File: src/rtl/fetch_stage_pkg.sv
// Shared types and constants for the instruction-fetch stage.
// Latency: n/a (types, constants and one helper only).
// Backpressure: n/a.
//
// Contents: FSM state encodings, NOP word, default reset vector, the
// packed word carried from fetch into the IF/ID register, and the
// sequential-PC helper (modulo 2^32).
package fetch_stage_pkg;

  typedef enum logic [1:0] {
    FETCH_S   = 2'd0,
    HOLD_S    = 2'd1,
    DISCARD_S = 2'd2,
    FAULT_S   = 2'd3
  } fetch_state_t;

  localparam logic [31:0] NOP_INST     = 32'h0000_0000;
  localparam logic [31:0] RESET_PC_DEF = 32'hBFC0_0000;
  localparam logic [31:0] INST_BYTES   = 32'd4;

  // One fetched word on its way into IF/ID.
  typedef struct packed {
    logic [31:0] pc;
    logic [31:0] inst;
    logic        adel;
  } fetch_word_t;

  // Next sequential fetch address; wraps naturally at 2^32.
  function automatic logic [31:0] seq_pc(input logic [31:0] pc);
    return pc + INST_BYTES;
  endfunction

endpackage

File: src/rtl/fetch_skid_buffer.sv
// One-entry skid buffer plus IF/ID pipeline register.
// Latency: a delivered word reaches IF/ID on the next edge; a buffered word one edge after stall drops.
// Backpressure: stall freezes IF/ID; a word arriving under stall is parked in the buffer.
//
// Ports:
//   clk, rst      clock, asynchronous active-high reset
//   stall, flush  hazard stall (hold IF/ID), flush (kill IF/ID and buffer)
//   inVld, inWord word delivered by the fetch logic this cycle
//   ifidValid     IF/ID holds a real instruction
//   ifidWord      IF/ID contents {pc, inst, adel}
module fetch_skid_buffer
  import fetch_stage_pkg::*;
(
  input  logic        clk,
  input  logic        rst,
  input  logic        stall,
  input  logic        flush,
  input  logic        inVld,
  input  fetch_word_t inWord,
  output logic        ifidValid,
  output fetch_word_t ifidWord
);

  logic        bufValid;
  fetch_word_t bufWord;

  always_ff @(posedge clk or posedge rst) begin
    if (rst) begin
      bufValid  <= 1'b0;
      bufWord   <= '0;
      ifidValid <= 1'b0;
      ifidWord  <= '0;
    end else if (flush) begin
      bufValid  <= 1'b0;
      ifidValid <= 1'b0;
    end else if (stall) begin
      // IF/ID frozen; park whatever memory handed back this cycle.
      if (inVld) begin
        bufWord  <= inWord;
        bufValid <= 1'b1;
      end
    end else if (bufValid) begin
      // Fetch issues no request while a word is parked, so the buffer
      // never competes with a fresh delivery here.
      ifidWord  <= bufWord;
      ifidValid <= 1'b1;
      bufValid  <= 1'b0;
    end else if (inVld) begin
      ifidWord  <= inWord;
      ifidValid <= 1'b1;
    end else begin
      // Bubble: pc/inst hold for debug visibility, error flag clears.
      ifidValid     <= 1'b0;
      ifidWord.adel <= 1'b0;
    end
  end

endmodule

File: src/rtl/fetch_stage.sv
// Instruction fetch: owns the PC, issues word fetches, feeds IF/ID to decode.
// Latency: instDataOk in cycle N gives ifidValid with that word in N+1; one word per cycle at zero wait.
// Backpressure: stall parks a returning word and stops requesting until stall drops.
//
// Optional feature macro: FETCH_ALIGN_CHECK_EN (misaligned fetch raises ifidAdel and parks in FAULT).
//
// Ports:
//   clk, rst                  clock, asynchronous active-high reset
//   stall                     hazard unit hold of IF/ID
//   redirectValid/redirectPc  taken branch/jump from decode (delayed-branch)
//   flushValid/flushPc        exception/eret restart, highest priority
//   instReq/instAddr          request to instruction memory
//   instDataOk/instRdata      completion and returned word
//   ifidValid/ifidPc/ifidInst IF/ID register presented to decode
//   ifidAdel                  fetch address error flag
module fetch_stage
  import fetch_stage_pkg::*;
#(
  parameter logic [31:0] RESET_PC = RESET_PC_DEF
) (
  input  logic        clk,
  input  logic        rst,
  input  logic        stall,
  input  logic        redirectValid,
  input  logic [31:0] redirectPc,
  input  logic        flushValid,
  input  logic [31:0] flushPc,
  output logic        instReq,
  output logic [31:0] instAddr,
  input  logic        instDataOk,
  input  logic [31:0] instRdata,
  output logic        ifidValid,
  output logic [31:0] ifidPc,
  output logic [31:0] ifidInst,
  output logic        ifidAdel
);

  fetch_state_t state, stateNext;
  logic [31:0]  pcReg, reqAddr, pendPc, nextPc;
  logic         pendValid;
  logic         misaligned, fetchAct, reqOut, wordOk, faultWord, inVld;
  fetch_word_t  inWord, ifidWord;

`ifdef FETCH_ALIGN_CHECK_EN
  assign misaligned = (reqAddr[1:0] != 2'b00);
  assign faultWord  = (state == FETCH_S) && misaligned && !stall;
`else
  assign misaligned = 1'b0;
  assign faultWord  = 1'b0;
`endif

  // A request is live in FETCH (unless the address faulted) and in DISCARD.
  assign fetchAct = (state == FETCH_S) && !misaligned;
  assign reqOut   = fetchAct || (state == DISCARD_S);
  assign wordOk   = fetchAct && instDataOk;

  // A redirect in the completion cycle beats one latched earlier.
  assign nextPc = redirectValid ? redirectPc :
                  pendValid     ? pendPc     : seq_pc(reqAddr);

  // ---------------- FSM: state register ----------------
  always_ff @(posedge clk or posedge rst) begin
    if (rst) state <= FETCH_S;
    else     state <= stateNext;
  end

  // ---------------- FSM: next state ----------------
  always_comb begin
    stateNext = state;
    if (flushValid) begin
      // Memory cannot cancel, so an unanswered request must be drained.
      stateNext = (reqOut && !instDataOk) ? DISCARD_S : FETCH_S;
    end else begin
      case (state)
        FETCH_S: begin
          if (wordOk && stall) stateNext = HOLD_S;
`ifdef FETCH_ALIGN_CHECK_EN
          if (misaligned && !stall) stateNext = FAULT_S;
`endif
        end
        HOLD_S:    if (!stall)     stateNext = FETCH_S;
        DISCARD_S: if (instDataOk) stateNext = FETCH_S;
        default:   stateNext = state;  // FAULT waits for a flush
      endcase
    end
  end

  // ---------------- FSM: outputs ----------------
  always_comb begin
    instReq = reqOut && !rst;
`ifdef FETCH_ALIGN_CHECK_EN
    instAddr = reqAddr;
`else
    instAddr = {reqAddr[31:2], 2'b00};
`endif
  end

  // ---------------- PC, request address, redirect latch ----------------
  always_ff @(posedge clk or posedge rst) begin
    if (rst) begin
      pcReg     <= RESET_PC;
      reqAddr   <= RESET_PC;
      pendValid <= 1'b0;
      pendPc    <= '0;
    end else if (flushValid) begin
      pendValid <= 1'b0;
      pcReg     <= flushPc;
      // If we must drain, reqAddr stays on the abandoned address.
      if (!(reqOut && !instDataOk)) reqAddr <= flushPc;
    end else begin
      case (state)
        FETCH_S: begin
          if (wordOk) begin
            reqAddr   <= nextPc;
            pcReg     <= nextPc;
            pendValid <= 1'b0;
          end else if (redirectValid) begin
            // The in-flight word is the delay slot; remember the target.
            pendValid <= 1'b1;
            pendPc    <= redirectPc;
          end
        end
        HOLD_S: begin
          if (redirectValid) pcReg <= redirectPc;
          if (!stall) reqAddr <= redirectValid ? redirectPc : pcReg;
        end
        DISCARD_S: begin
          if (instDataOk) reqAddr <= pcReg;
        end
        default: ;
      endcase
    end
  end

  // ---------------- IF/ID ----------------
  assign inVld  = !flushValid && (wordOk || faultWord);
  assign inWord = '{pc:   reqAddr,
                    inst: misaligned ? NOP_INST : instRdata,
                    adel: misaligned};

  fetch_skid_buffer u_skid (
    .clk       (clk),
    .rst       (rst),
    .stall     (stall),
    .flush     (flushValid),
    .inVld     (inVld),
    .inWord    (inWord),
    .ifidValid (ifidValid),
    .ifidWord  (ifidWord)
  );

  assign ifidPc   = ifidWord.pc;
  assign ifidInst = ifidWord.inst;
  // Without the alignment check the adel source is tied low, so this is constant 0.
  assign ifidAdel = ifidWord.adel;

endmodule

File: config.mk
export PLATFORM = sky130hd
export DESIGN_NAME = fetch_stage
export DESIGN_NICKNAME = d
export VERILOG_FILES = /design/src/rtl/fetch_stage_pkg.sv /design/src/rtl/fetch_skid_buffer.sv /design/src/rtl/fetch_stage.sv
export SDC_FILE = /design/constraint.sdc
export NUM_CORES = 1
export LEC_CHECK = 0
export ABC_AREA = 1
export BUFFER_PORTS_ARGS = -buffer_cell sky130_fd_sc_hd__buf_2
export CELL_PAD_IN_SITES_DETAIL_PLACEMENT = 2
export CELL_PAD_IN_SITES_GLOBAL_PLACEMENT = 2
export CORE_UTILIZATION = 33
export CTS_CLUSTER_SIZE = 40
export DETAILED_ROUTE_END_ITERATION = 8
export MAX_ROUTING_LAYER = met4
export PLACE_DENSITY = 0.79
export SLEW_MARGIN = 20
export SYNTH_ARGS = -nofsm -noshare
export SYNTH_HDL_FRONTEND = slang
export SYNTH_SLANG_ARGS = --single-unit
File: constraint.sdc
create_clock -name clk -period 12.1 [get_ports clk]
set_clock_uncertainty 0.15 [all_clocks]
set_input_delay 3.63 -clock clk [delete_from_list [all_inputs] [get_ports clk]]
set_output_delay 3.63 -clock clk [all_outputs]
set_load 0.005 [all_outputs]
== After elaboration in Yosys (flattened, before gate mapping) ==
Cells that the tools add are included.

* Register bits after elaboration: 230
* Input port bits: 102
* Output and inout bits: 99
* Word-level logic and storage cells: 78

* Add/sub/neg operators: 1
* Equal/unequal tests: 9
* Multiplexer cells: 30
* Bitwise logic cells: 3
* Reduce and logical (&&, ||, !) cells: 23

{| class="wikitable"
|+ Operators with widths
! operator !! count
|-
| 32-bit two-way mux || 9
|-
| 32-bit case mux with 3 select lines || 1
|-
| 65-bit two-way mux || 1
|-
| 64-bit two-way mux || 1
|-
| 32-bit case mux with 2 select lines || 1
|-
| 32-bit by 3-bit adder with 32-bit output (second input constant) || 1
|-
| 1-bit two-way mux || 11
|-
| 2-bit two-way mux || 5
|-
| 4-bit AND reduction || 2
|-
| 3-bit by 2-bit inequality test with 1-bit output (second input constant) || 2
|-
| 3-bit inequality test (second input constant) || 2
|-
| 2-bit case mux with 3 select lines || 1
|-
| 2-bit AND reduction || 3
|-
| 3-bit AND reduction || 2
|-
| 3-bit nonzero test || 2
|-
| 1-bit logical AND || 5
|-
| 5-bit AND reduction || 1
|-
| 2-bit nonzero test || 2
|-
| 4-bit nonzero test || 1
|-
| 1-bit zero test || 3
|-
| 3-bit by 1-bit inequality test with 1-bit output (second input constant) || 1
|-
| 1-bit NOT || 3
|-
| 2-bit by 1-bit equality test with 1-bit output (second input constant) || 1
|-
| 2-bit equality test (second input constant) || 1
|-
| 4 further kinds || 4
|}

== Logic depth before layout (Yosys ltp) ==
Gate-level depths: netlist of run 1.

* Word-level depth: 7
* Depth in mapped cells: 14
* Gate-level depth less buffers: 14

== Modules after synthesis ==
From an unflattened synthesis of run 1, not the netlist that was laid out.

* Cells, all modules: 1877
* Area, all modules: 13053.8 µm²

{| class="wikitable"
|+ By module, submodules not included
! module !! instances !! cells an instance !! area each (µm²) !! sequential area each (µm²)
|-
| fetch_stage || 1 || 1102 || 7277.0 || 2499.9
|-
| fetch_skid_buffer || 1 || 775 || 5776.8 || 3303.2
|}

== Worst setup path before layout of run 1 ==
Ideal clock, no wire load.

* Kind: input-to-output
* From: input port rst
* To: output port instReq
* Data arrival time: 3.736 ns
* Setup slack: 4.584 ns
* Cell stages on the path: 1
* Cells stage by stage: nor2_1

* Cells in the longest elaborated chain, start to end: 2

{| class="wikitable"
|+ RTL lines
! item !! line !! RTL
|-
| start, declared || fetch_stage.sv:22 || <nowiki>input logic rst,</nowiki>
|-
| 1-bit zero test (no source line) || - ||
|-
| 1-bit logical AND || fetch_stage.sv:90 || <nowiki>instReq = reqOut && !rst;</nowiki>
|-
| end, declared || fetch_stage.sv:28 || <nowiki>output logic instReq,</nowiki>
|}

Every way passes these cells.

== Worst setup path after layout of run 1 ==
Same ends and word-level chain as after synthesis.

==> impl_metrics.csv, run 1 <==
group,metric,value,unit
outcome,status,"completed",
clock_tree,post_cts_buffers,0,
floorplan,die_h,198,µm
final_layout,final_util,38.8,%
final_layout,layout-drive-gt1-share,19.0,%
synth,ys.warnings.count,0,
global_routing,grt_pass1_wl,74.0,mm
sta,worst_pin_slew,1.08,ns
clock_tree,cts_tree,"done",
sta,finalSetupViolations,0,
global_routing,grt_max_degree,101,
flow_run,cap_violations,0,
synth,syn_area,0.0126,mm²
global_routing,antenna_found_initial,0,
synth,synthCells,1673,
synth,synth-seq-cells,229,
worst_setup_path,critPathArrivalTime,3.97,ns
pwr,p_total,3.86,mW
route,routedWlPerCell,20.2,µm
sta,finalCritPeriodShare,64.1,%
final_layout,final_common_cell,"nand2_1",
sta,final-hold-violation-count,0,
final_layout,post_layout_nonfiller_instances,2321,
synth,synth_edf_count,0,
sta,fin_crit,7.75,ns
route,vias_per_cell,5.14,
worst_setup_path,worstReg2RegStart,"state[1]$_DFFE_PP0P_",
worst_setup_path,startpoint,"rst",
route,wirelength,46.9,mm
floorplan,die_width,198,µm
placed_design,place.gp.congestion,0.823,
placed_design,place_hpwl,32.6,mm
final_layout,areaGrowthSynthToFinish,15.6,%
floorplan,core_area,0.0377,mm²
final_layout,fin_nets,1896,
floorplan,dieArea,0.0390,mm²
final_layout,final_cell_mix,"nand2_1 (533), dfrtp_1 (210), buf_2 (197)",
route,ant_nets,0,
pwr,power_density,264,mW/mm²
placed_design,dp.cells,2270,
floorplan,initial_core_util,33.5,%
clock_tree,cts_buffers,28,
clock_tree,cts.sinks,229,
synth,ys_types,40,
worst_setup_path,critPathRequiredTime,8.32,ns
clock_tree,ctsHoldBuffers,0,
route,post-route-drc-count,0,
worst_setup_path,crit_end,"instReq",
floorplan,ios,201,
sta,relSlewSlack,28.2,%
pwr,leakagePower,6.96,nW
clock_tree,clockBufferDepth,3,
global_routing,grt_pass1_vias,12800,
clock_tree,cts_max_level,1,
sta,whs,0.335,ns
synth,async_reset_ff_share,100,%
global_routing,grt_use_total,25.0,%
worst_setup_path,r2r_cells,9,
sta,fmax,129,MHz
worst_hold_path,hold_class,"reg -> reg",
placed_design,portBuffers,197,
worst_setup_path,critPathLaunchType,"input port",
route,drtIter0Drc,524,
synth,ys.flop_type,"dfrtp_1",
synth,ys_seq_area_share,45.6,%
clock_tree,clockRootBuffer,"clkbuf_16",
worst_setup_path,reg2reg_slack,8.27,ns
pwr,vdd_drop_max,0.109,mV
worst_setup_path,crit_path_end_kind,"primary output",
sta,rsz0062_at_grt,"no",
global_routing,overflow,0,
clock_tree,clk_pin_slew_worst_paths,0.06,ns
worst_setup_path,crit_fanout,2,
synth,syn_avg_cell_area,7.55,µm²
final_layout,antenna_cells,0,
worst_setup_path,r2r-end,"reqAddr[20]$_DFFE_PP0P_",
route,first_pass_iters,4,
clock_tree,ctsResizeCount,0,
sta,fin_tns_setup,0,ns
worst_setup_path,path_class,"in -> out",
sta,drv_slew,0,
route,num_vias,11900,
clock_tree,worstSkewPairLatency,0.56,ns
floorplan,row_count,71,
-- final cells by class --
class / count / area, µm²
Clock buffer: 47 / 852
Clock inverter: 3 / 55.1
Fill cell: 4490 / 23100
Inverter: 128 / 490
Multi-Input combinational cell: 1190 / 5690
Sequential cell: 229 / 5750
Tap cell: 511 / 639
Timing Repair Buffer: 213 / 1120
-- worst min path at each step --
stage                                         from                             end  cells after the start
CTS                 u_skid.bufWord[48]$_DFFE_PP0P_  u_skid.bufWord[48]$_DFFE_PP0P_                      2
floorplan                   pendPc[10]$_DFFE_PP0P_          pendPc[10]$_DFFE_PP0P_                      2
finish              u_skid.bufWord[48]$_DFFE_PP0P_  u_skid.bufWord[48]$_DFFE_PP0P_                      2
detailed placement  u_skid.bufWord[48]$_DFFE_PP0P_  u_skid.bufWord[48]$_DFFE_PP0P_                      2
global route        u_skid.bufWord[44]$_DFFE_PP0P_  u_skid.bufWord[44]$_DFFE_PP0P_                      2
global placement            pendPc[10]$_DFFE_PP0P_          pendPc[10]$_DFFE_PP0P_                      2
-- sequential cells by signal, summed over array words and instances, names as in the netlist --
signal            cells
state                 2
pendPc               32
u_skid.ifidWord      64
pcReg                32
pendValid             1
u_skid.bufValid       1
u_skid.ifidValid      1
reqAddr              32
u_skid.bufWord       64
-- where the power goes --
part	internal [mW]	switching [mW]	leakage, nW
combinational	0.541	1.01	3.83
clock	0.497	0.345	0.441
sequential	1.17	0.298	2.68
-- cell usage after synthesis, drive strengths merged (7+ instances only) --
| library cell | count | share of area, % |
|---|---|---|
| inv | 127 | 3.8 |
| a31oi | 69 | 3.4 |
| clkbuf | 56 | 2.2 |
| nand3 | 42 | 1.7 |
| nor3 | 17 | 0.67 |
| mux2 | 32 | 2.9 |
| a22oi | 27 | 1.6 |
| nor2 | 177 | 6.2 |
| a21oi | 136 | 5.5 |
| o21ai | 124 | 4.9 |
| nand2 | 541 | 16 |
| a21boi | 7 | 0.42 |
| buf | 71 | 3.5 |
| dfrtp | 211 | 42 |
| dfstp | 18 | 3.7 |
-- cell families after synthesis --
kind of cell    after synthesis  synth area share (%)
compound gates              369                  16.3
mux                          32                  2.85
xor+xnor                      2                 0.139
other cells                   1                0.0297
simple gates                780                  25.2
fa+ha+maj                     4                 0.396
buf+inv                     256                  9.57
flops                       229                  45.6
-- through the flow --
step                cell area (µm²)  setup slack (ns)
floorplan                     12600              2.07
global placement              13700              4.33
detailed placement            13700              4.34
CTS                           14600              4.34
global route                  14600              4.32
finish                        14600              4.35
-- critical path: stages --
cell and delay, ns:
buf_2 0.13, nor2_1 0.09, buf_2 0.11
-- routing by layer --
metal	share of wire (%)	global-route usage, %	up-vias
met1	48	34.3	6036
met3	4.3	2.83	47
li1	-	-	5613
met2	46	39.9	243
met5	0	-	-
met4	1.7	4.74	0
No activity file was read; power rests on OpenSTA's default activity.
==> inputs of run 2 (changes only) <==
--- a/config.mk
+++ b/config.mk
@@ -5,15 +5,15 @@
 export SDC_FILE = /design/constraint.sdc
 export NUM_CORES = 1
 export LEC_CHECK = 0
-export ABC_AREA = 1
+export ABC_AREA = 0
 export BUFFER_PORTS_ARGS = -buffer_cell sky130_fd_sc_hd__buf_2
 export CELL_PAD_IN_SITES_DETAIL_PLACEMENT = 2
 export CELL_PAD_IN_SITES_GLOBAL_PLACEMENT = 2
-export CORE_UTILIZATION = 33
+export CORE_UTILIZATION = 32
 export CTS_CLUSTER_SIZE = 40
 export DETAILED_ROUTE_END_ITERATION = 8
 export MAX_ROUTING_LAYER = met4
-export PLACE_DENSITY = 0.79
+export PLACE_DENSITY = 0.74
 export SLEW_MARGIN = 20
 export SYNTH_ARGS = -nofsm -noshare
 export SYNTH_HDL_FRONTEND = slang
==> constraint.sdc (replaced) <==
create_clock -name clk -period 6.9 [get_ports clk]
set_clock_uncertainty 0.15 [all_clocks]
set_input_delay 2.07 -clock clk [delete_from_list [all_inputs] [get_ports clk]]
set_output_delay 2.07 -clock clk [all_outputs]
set_load 0.005 [all_outputs]
==> impl_metrics.csv, run 2 <==
group,metric,value,unit
global_routing,overflow,0,
sta,drv_slew,0,
worst_setup_path,r2r_cells,7,
pwr,leakagePower,6.23,nW
clock_tree,clockRootBuffer,"clkbuf_16",
route,vias_per_cell,5.55,
synth,synth.area.top_cells,"dfrtp_1 (42%), mux2_2 (9.5%), mux2i_1 (6.1%)",
worst_setup_path,crit_fanout,2,
synth,ys.warnings.count,0,
worst_hold_path,hold_path_depth,2,
global_routing,grt_pass1_vias,11600,
worst_hold_path,hold_class,"reg -> reg",
route,first_pass_iters,5,
final_layout,reg_top3,"u_skid.bufWord (64), u_skid.ifidWord (64)",
floorplan,die_width,200,µm
synth,synth_edf_count,0,
clock_tree,ctsHoldBuffers,0,
floorplan,row_count,72,
worst_setup_path,critPathArrivalTime,2.40,ns
worst_setup_path,path_class,"in -> out",
global_routing,grt_use_total,23.4,%
final_layout,filler_cell_count,4209,
sta,fin_crit,4.62,ns
final_layout,layout-drive-gt1-share,28.4,%
clock_tree,cts_buffers,28,
global_routing,grt_max_degree,91,
sta,rsz0062_at_grt,"no",
placed_design,portBuffers,197,
route,wirelength,45.7,mm
floorplan,core_area,0.0386,mm²
sta,final-hold-violation-count,0,
clock_tree,ctsResizeCount,0,
synth,ys.flop_type,"dfrtp_1",
clock_tree,post_cts_buffers,0,
outcome,status,"completed",
clock_tree,worstSkewPairLatency,0.56,ns
route,num_vias,10800,
floorplan,initial_core_util,32.5,%
synth,synth_top_area_share,42.1,%
worst_setup_path,crit_path_end_kind,"primary output",
synth,syn_area,0.0125,mm²
sta,relSlewSlack,29.0,%
route,drtIter0Drc,574,
sta,worst_pin_slew,1.07,ns
floorplan,ios,201,
synth,yosys.area.top_type,"dfrtp_1",
route,ant_nets,0,
final_layout,fin_nets,1523,
clock_tree,cts.sinks,229,
global_routing,grt_pass1_wl,69.8,mm
final_layout,antenna_cells,0,
sta,finalCritPeriodShare,67.0,%
sta,fmax,216,MHz
synth,ys_types,71,
clock_tree,cts_tree,"done",
floorplan,dieArea,0.0400,mm²
synth,ys_seq_area_share,45.9,%
placed_design,place.gp.congestion,0.799,
route,post-route-drc-count,0,
synth,post-synth-top-count-cell,"dfrtp_1",
global_routing,antenna_found_initial,0,
sta,setup_slack,2.28,ns
synth,async_reset_ff_share,100,%
placed_design,dp_slack,2.05,ns
placed_design,place_hpwl,30.9,mm
clock_tree,clk_pin_slew_worst_paths,0.05,ns
worst_setup_path,critPathRequiredTime,4.68,ns
clock_tree,cts_max_level,1,
sta,fin_tns_setup,0,ns
final_layout,areaGrowthSynthToFinish,16.9,%
worst_setup_path,critPathLaunchType,"input port",
final_layout,final_cell_mix,"dfrtp_1 (210), buf_2 (197), nand2_1 (181)",
final_layout,final_common_cell,"dfrtp_1",
clock_tree,clockBufferDepth,3,
synth,syn_avg_cell_area,9.61,µm²
synth,synth-seq-cells,229,
pwr,power_density,445,mW/mm²
flow_run,cap_violations,0,
synth,synthCells,1305,
synth,synth_common_cells,"dfrtp_1 (211), nand2_1 (181), o21ai_0 (134), mux2_2 (106), nor2_1 (81)",
route,routedWlPerCell,23.4,µm
sta,finalSetupViolations,0,
floorplan,die_h,200,µm
pwr,vdd_drop_max,0.132,mV
-- run 2: changes by cell type after synthesis, sizes merged, moves of 9 or more --
cell,delta
mux2,+74
nor2b,+11
inv,-114
o31ai,+9
nand2,-360
a21oi,-73
a31oi,-42
a211oi,+12
a221oi,+9
o21ai,+14
nor2,-96
nand3,-23
mux2i,+76
-- run 2: logic make-up after synthesis --
family          synth area share (%)
compound gates                  17.9
other cells                   0.0299
fa+ha+maj                      0.399
flops                           45.9
mux                             15.6
xor+xnor                        1.19
buf+inv                         6.13
simple gates                    12.9
-- run 2: where the power goes --
part	total, mW	leakage, nW	switching [mW]	internal, mW
logic	2.30	3.00	1.31	0.995
clock network	1.56	0.480	0.603	0.960
registers	2.66	2.75	0.629	2.03
total	6.52	6.23	2.54	3.98
-- run 2: critical path, stage by stage --
cell	delay, ns
buf_2	0.12
nor2_1	0.09
buf_2	0.12
-- run 2: path summary, 6_finish.rpt --
kind,start,endpoint,slack [ns]
max reg2reg,reqAddr[3]$_DFFE_PP0P_,pcReg[30]$_DFFE_PP0P_,3.28
min reg2reg,u_skid.ifidWord[27]$_DFFE_PP0P_,u_skid.ifidWord[27]$_DFFE_PP0P_,0.33
max in group asynchronous,rst,reqAddr[19]$_DFFE_PP0P_,4.04
min,u_skid.ifidWord[27]$_DFFE_PP0P_,u_skid.ifidWord[27]$_DFFE_PP0P_,0.33
min in group asynchronous,rst,u_skid.ifidWord[17]$_DFFE_PP0P_,1.33
max,rst,instReq,2.28
-- run 2: area by class of cell --
class,instances,area (µm²),share of cell area (%)
clock buffer,43,858,5.85
tap,518,648,4.42
timing repair buffer,218,1150,7.85
sequential,229,5760,39.3
multi-input combinational,925,6080,41.5
inverter,15,60.1,0.409
clock inverter,7,110,0.751
-- run 2: stage by stage --
| stage | std cells | util, % | instance area, µm² | hold WS [ns] | total power [mW] |
|---|---|---|---|---|---|
| final | 1955 | 38.0 | 14700 | 0.327 | 6.52 |
| after global routing | 1955 | 38.0 | 14700 | 0.356 | 6.96 |
| after CTS | 1955 | 38.0 | 14700 | 0.333 | 6.59 |
| after detailed placement | 1905 | 35.4 | 13700 | 0.319 | 4.98 |
| after global placement | 1904 | 35.4 | 13700 | 0.307 | 4.81 |
| after floorplan | 1307 | - | 12600 | 0.300 | 4.05 |
-- run 2: per-layer routing --
metal	global-route usage, %	vias up	share of wire, %
li1	-	4895	-
met3	2.91	66	4.8
met1	31.3	5610	47
met2	36.7	278	46
met5	-	-	0
met4	7.24	0	2.6
==> inputs of run 3 (changes only) <==
--- a/config.mk
+++ b/config.mk
@@ -9,11 +9,11 @@
 export BUFFER_PORTS_ARGS = -buffer_cell sky130_fd_sc_hd__buf_2
 export CELL_PAD_IN_SITES_DETAIL_PLACEMENT = 2
 export CELL_PAD_IN_SITES_GLOBAL_PLACEMENT = 2
-export CORE_UTILIZATION = 32
+export CORE_UTILIZATION = 36
 export CTS_CLUSTER_SIZE = 40
 export DETAILED_ROUTE_END_ITERATION = 8
 export MAX_ROUTING_LAYER = met4
-export PLACE_DENSITY = 0.74
+export PLACE_DENSITY = 0.79
 export SLEW_MARGIN = 20
 export SYNTH_ARGS = -nofsm -noshare
 export SYNTH_HDL_FRONTEND = slang
==> constraint.sdc (replaced) <==
create_clock -name clk -period 4.4 [get_ports clk]
set_clock_uncertainty 0.15 [all_clocks]
set_input_delay 1.32 -clock clk [delete_from_list [all_inputs] [get_ports clk]]
set_output_delay 1.32 -clock clk [all_outputs]
set_load 0.005 [all_outputs]
==> impl_metrics.csv, run 3 (synthesis results as in run 2) <==
group,metric,value,unit
pwr,power_density,697,mW/mm²
route,wirelength,44.7,mm
clock_tree,ctsResizeCount,0,
route,routedWlPerCell,23.5,µm
sta,fin_crit,3.66,ns
global_routing,overflow,0,
worst_hold_path,hold_class,"reg -> reg",
final_layout,reg_top3,"u_skid.bufWord (64), u_skid.ifidWord (64)",
route,post-route-drc-count,0,
route,first_pass_iters,5,
clock_tree,cts.sinks,229,
pwr,pwr-share-comb,36.1,%
placed_design,dp_slack,0.745,ns
global_routing,grt_use_total,25.7,%
outcome,status,"completed",
global_routing,antenna_found_initial,1,
route,vias_per_cell,5.73,
final_layout,filler_cell_count,3708,
clock_tree,cts_tree,"done",
worst_setup_path,crit_fanout,22,
final_layout,final_common_cell,"dfrtp_1",
global_routing,grt_max_degree,90,
floorplan,die_h,189,µm
sta,rsz0062_at_grt,"no",
pwr,clockPowerShare,23.7,%
placed_design,place.gp.congestion,0.823,
pwr,intPower,6.28,mW
clock_tree,clockRootBuffer,"clkbuf_16",
floorplan,initial_core_util,37.0,%
route,ant_nets,0,
sta,fin_tns_setup,0,ns
final_layout,layout-drive-gt1-share,29.2,%
sta,final-hold-violation-count,0,
placed_design,portBuffers,197,
placed_design,place_hpwl,30.5,mm
flow_run,cap_violations,0,
global_routing,grt_pass1_vias,11700,
floorplan,core_area,0.0339,mm²
pwr,vdd_drop_max,0.363,mV
sta,setup_slack,0.736,ns
worst_setup_path,critPathRequiredTime,2.93,ns
clock_tree,cts_max_level,1,
floorplan,dieArea,0.0356,mm²
clock_tree,clockBufferDepth,3,
worst_setup_path,crit_path_end_kind,"primary output",
pwr,leakagePower,6.33,nW
final_layout,final_cell_mix,"dfrtp_1 (210), buf_2 (197), nand2_1 (181)",
sta,drv_slew,0,
clock_tree,post_cts_buffers,0,
pwr,p_seq_share,40.1,%
route,num_vias,10900,
worst_setup_path,path_class,"reg -> out",
sta,relSlewSlack,30.3,%
clock_tree,ctsHoldBuffers,0,
pwr,switching_share,38.9,%
final_layout,fin_nets,1538,
global_routing,grt_pass1_wl,69.7,mm
floorplan,ios,201,
clock_tree,clk_pin_slew_worst_paths,0.06,ns
pwr,p_sw,4.00,mW
floorplan,row_count,67,
sta,worst_pin_slew,1.04,ns
sta,finalCritPeriodShare,83.3,%
floorplan,die_width,189,µm
sta,fmax,273,MHz
route,drtIter0Drc,545,
worst_setup_path,critPathLaunchType,"flop",
worst_setup_path,critPathArrivalTime,2.19,ns
clock_tree,cts_buffers,28,
final_layout,areaGrowthSynthToFinish,17.4,%
sta,finalSetupViolations,0,
clock_tree,worstSkewPairLatency,0.55,ns
==> run 3: cell types whose count changed in the layout (fill, tap and decap cells not counted), moves of 2 or more <==
cell      previous run  this run
buf_4               20        32
buf_12               0         4
clkinv_2             4         8
clkbuf_1             6         3
clkbuf_8             8         6
diode_2              0         2
==> run 3: worst paths after layout <==
| path | to | cells after the start | slack, ns | from |
|---|---|---|---|---|
| worst max-delay path | instReq | 6 | 0.74 | state[0]$_DFFE_PP0P_ |
| worst min-delay path | u_skid.ifidWord[52]$_DFFE_PP0P_ | 2 | 0.33 | u_skid.ifidWord[52]$_DFFE_PP0P_ |
| worst max register to register | pcReg[24]$_DFFE_PP1P_ | 7 | 1.07 | reqAddr[3]$_DFFE_PP0P_ |
| worst min register to register | u_skid.ifidWord[52]$_DFFE_PP0P_ | 2 | 0.33 | u_skid.ifidWord[52]$_DFFE_PP0P_ |
| max in group asynchronous | u_skid.ifidWord[26]$_DFFE_PP0P_ | 3 | 2.41 | rst |
| min in group asynchronous | u_skid.ifidWord[15]$_DFFE_PP0P_ | 2 | 0.79 | rst |
==> run 3: per-stage QoR <==
step / utilization, % / area, µm² / power (mW) / hold slack [ns] / std cells
2_1_floorplan: - / 12600 / 6.35 / 0.300 / 1307
3_3_place_gp: 40.6 / 13700 / 7.53 / 0.305 / 1850
3_5_place_dp: 40.6 / 13700 / 7.83 / 0.322 / 1850
4_1_cts: 43.5 / 14700 / 10.4 / 0.336 / 1901
5_1_grt: 43.5 / 14700 / 10.9 / 0.362 / 1902
6_report: 43.5 / 14700 / 10.3 / 0.327 / 1903
==> run 3: per-layer routing <==
metal	GRT usage (%)	vias to the layer above	wire, µm
li1	-	4918	-
met3	3.95	78	2280
met5	-	-	0
met1	34.1	5601	20300
met2	41.0	302	21000
met4	6.79	0	1150
==> run 3: layout make-up <==
type | instances | area [µm²] | area share (%)
multi-input cells | 925 | 6060 | 41.2
flip-flops and latches | 229 | 5760 | 39.1
repair buffers | 233 | 1310 | 8.87
clock buffers | 37 | 795 | 5.39
well taps | 448 | 561 | 3.81
clock inverters | 14 | 184 | 1.25
inverters | 15 | 60.1 | 0.408
diodes | 2 | 5.00 | 0.0340
==> run 3: critical path, stage by stage (launching register included) <==
cell and delay [ns]:
dfrtp_1 0.36, inv_1 0.08, ha_1 0.20, buf_4 0.25, nor2_1 0.51, nor2_1 0.09
buf_2 0.15
==> run 3: power groups by stage <==
stage	Sequential (mW)	Combinational, mW	Clock, mW
after CTS	4.12	3.74	2.51
after global routing	4.26	4.09	2.58
after floorplan	3.76	2.59	0
final	4.12	3.71	2.44
after detailed placement	4.14	3.69	0
after global placement	4.03	3.50	0
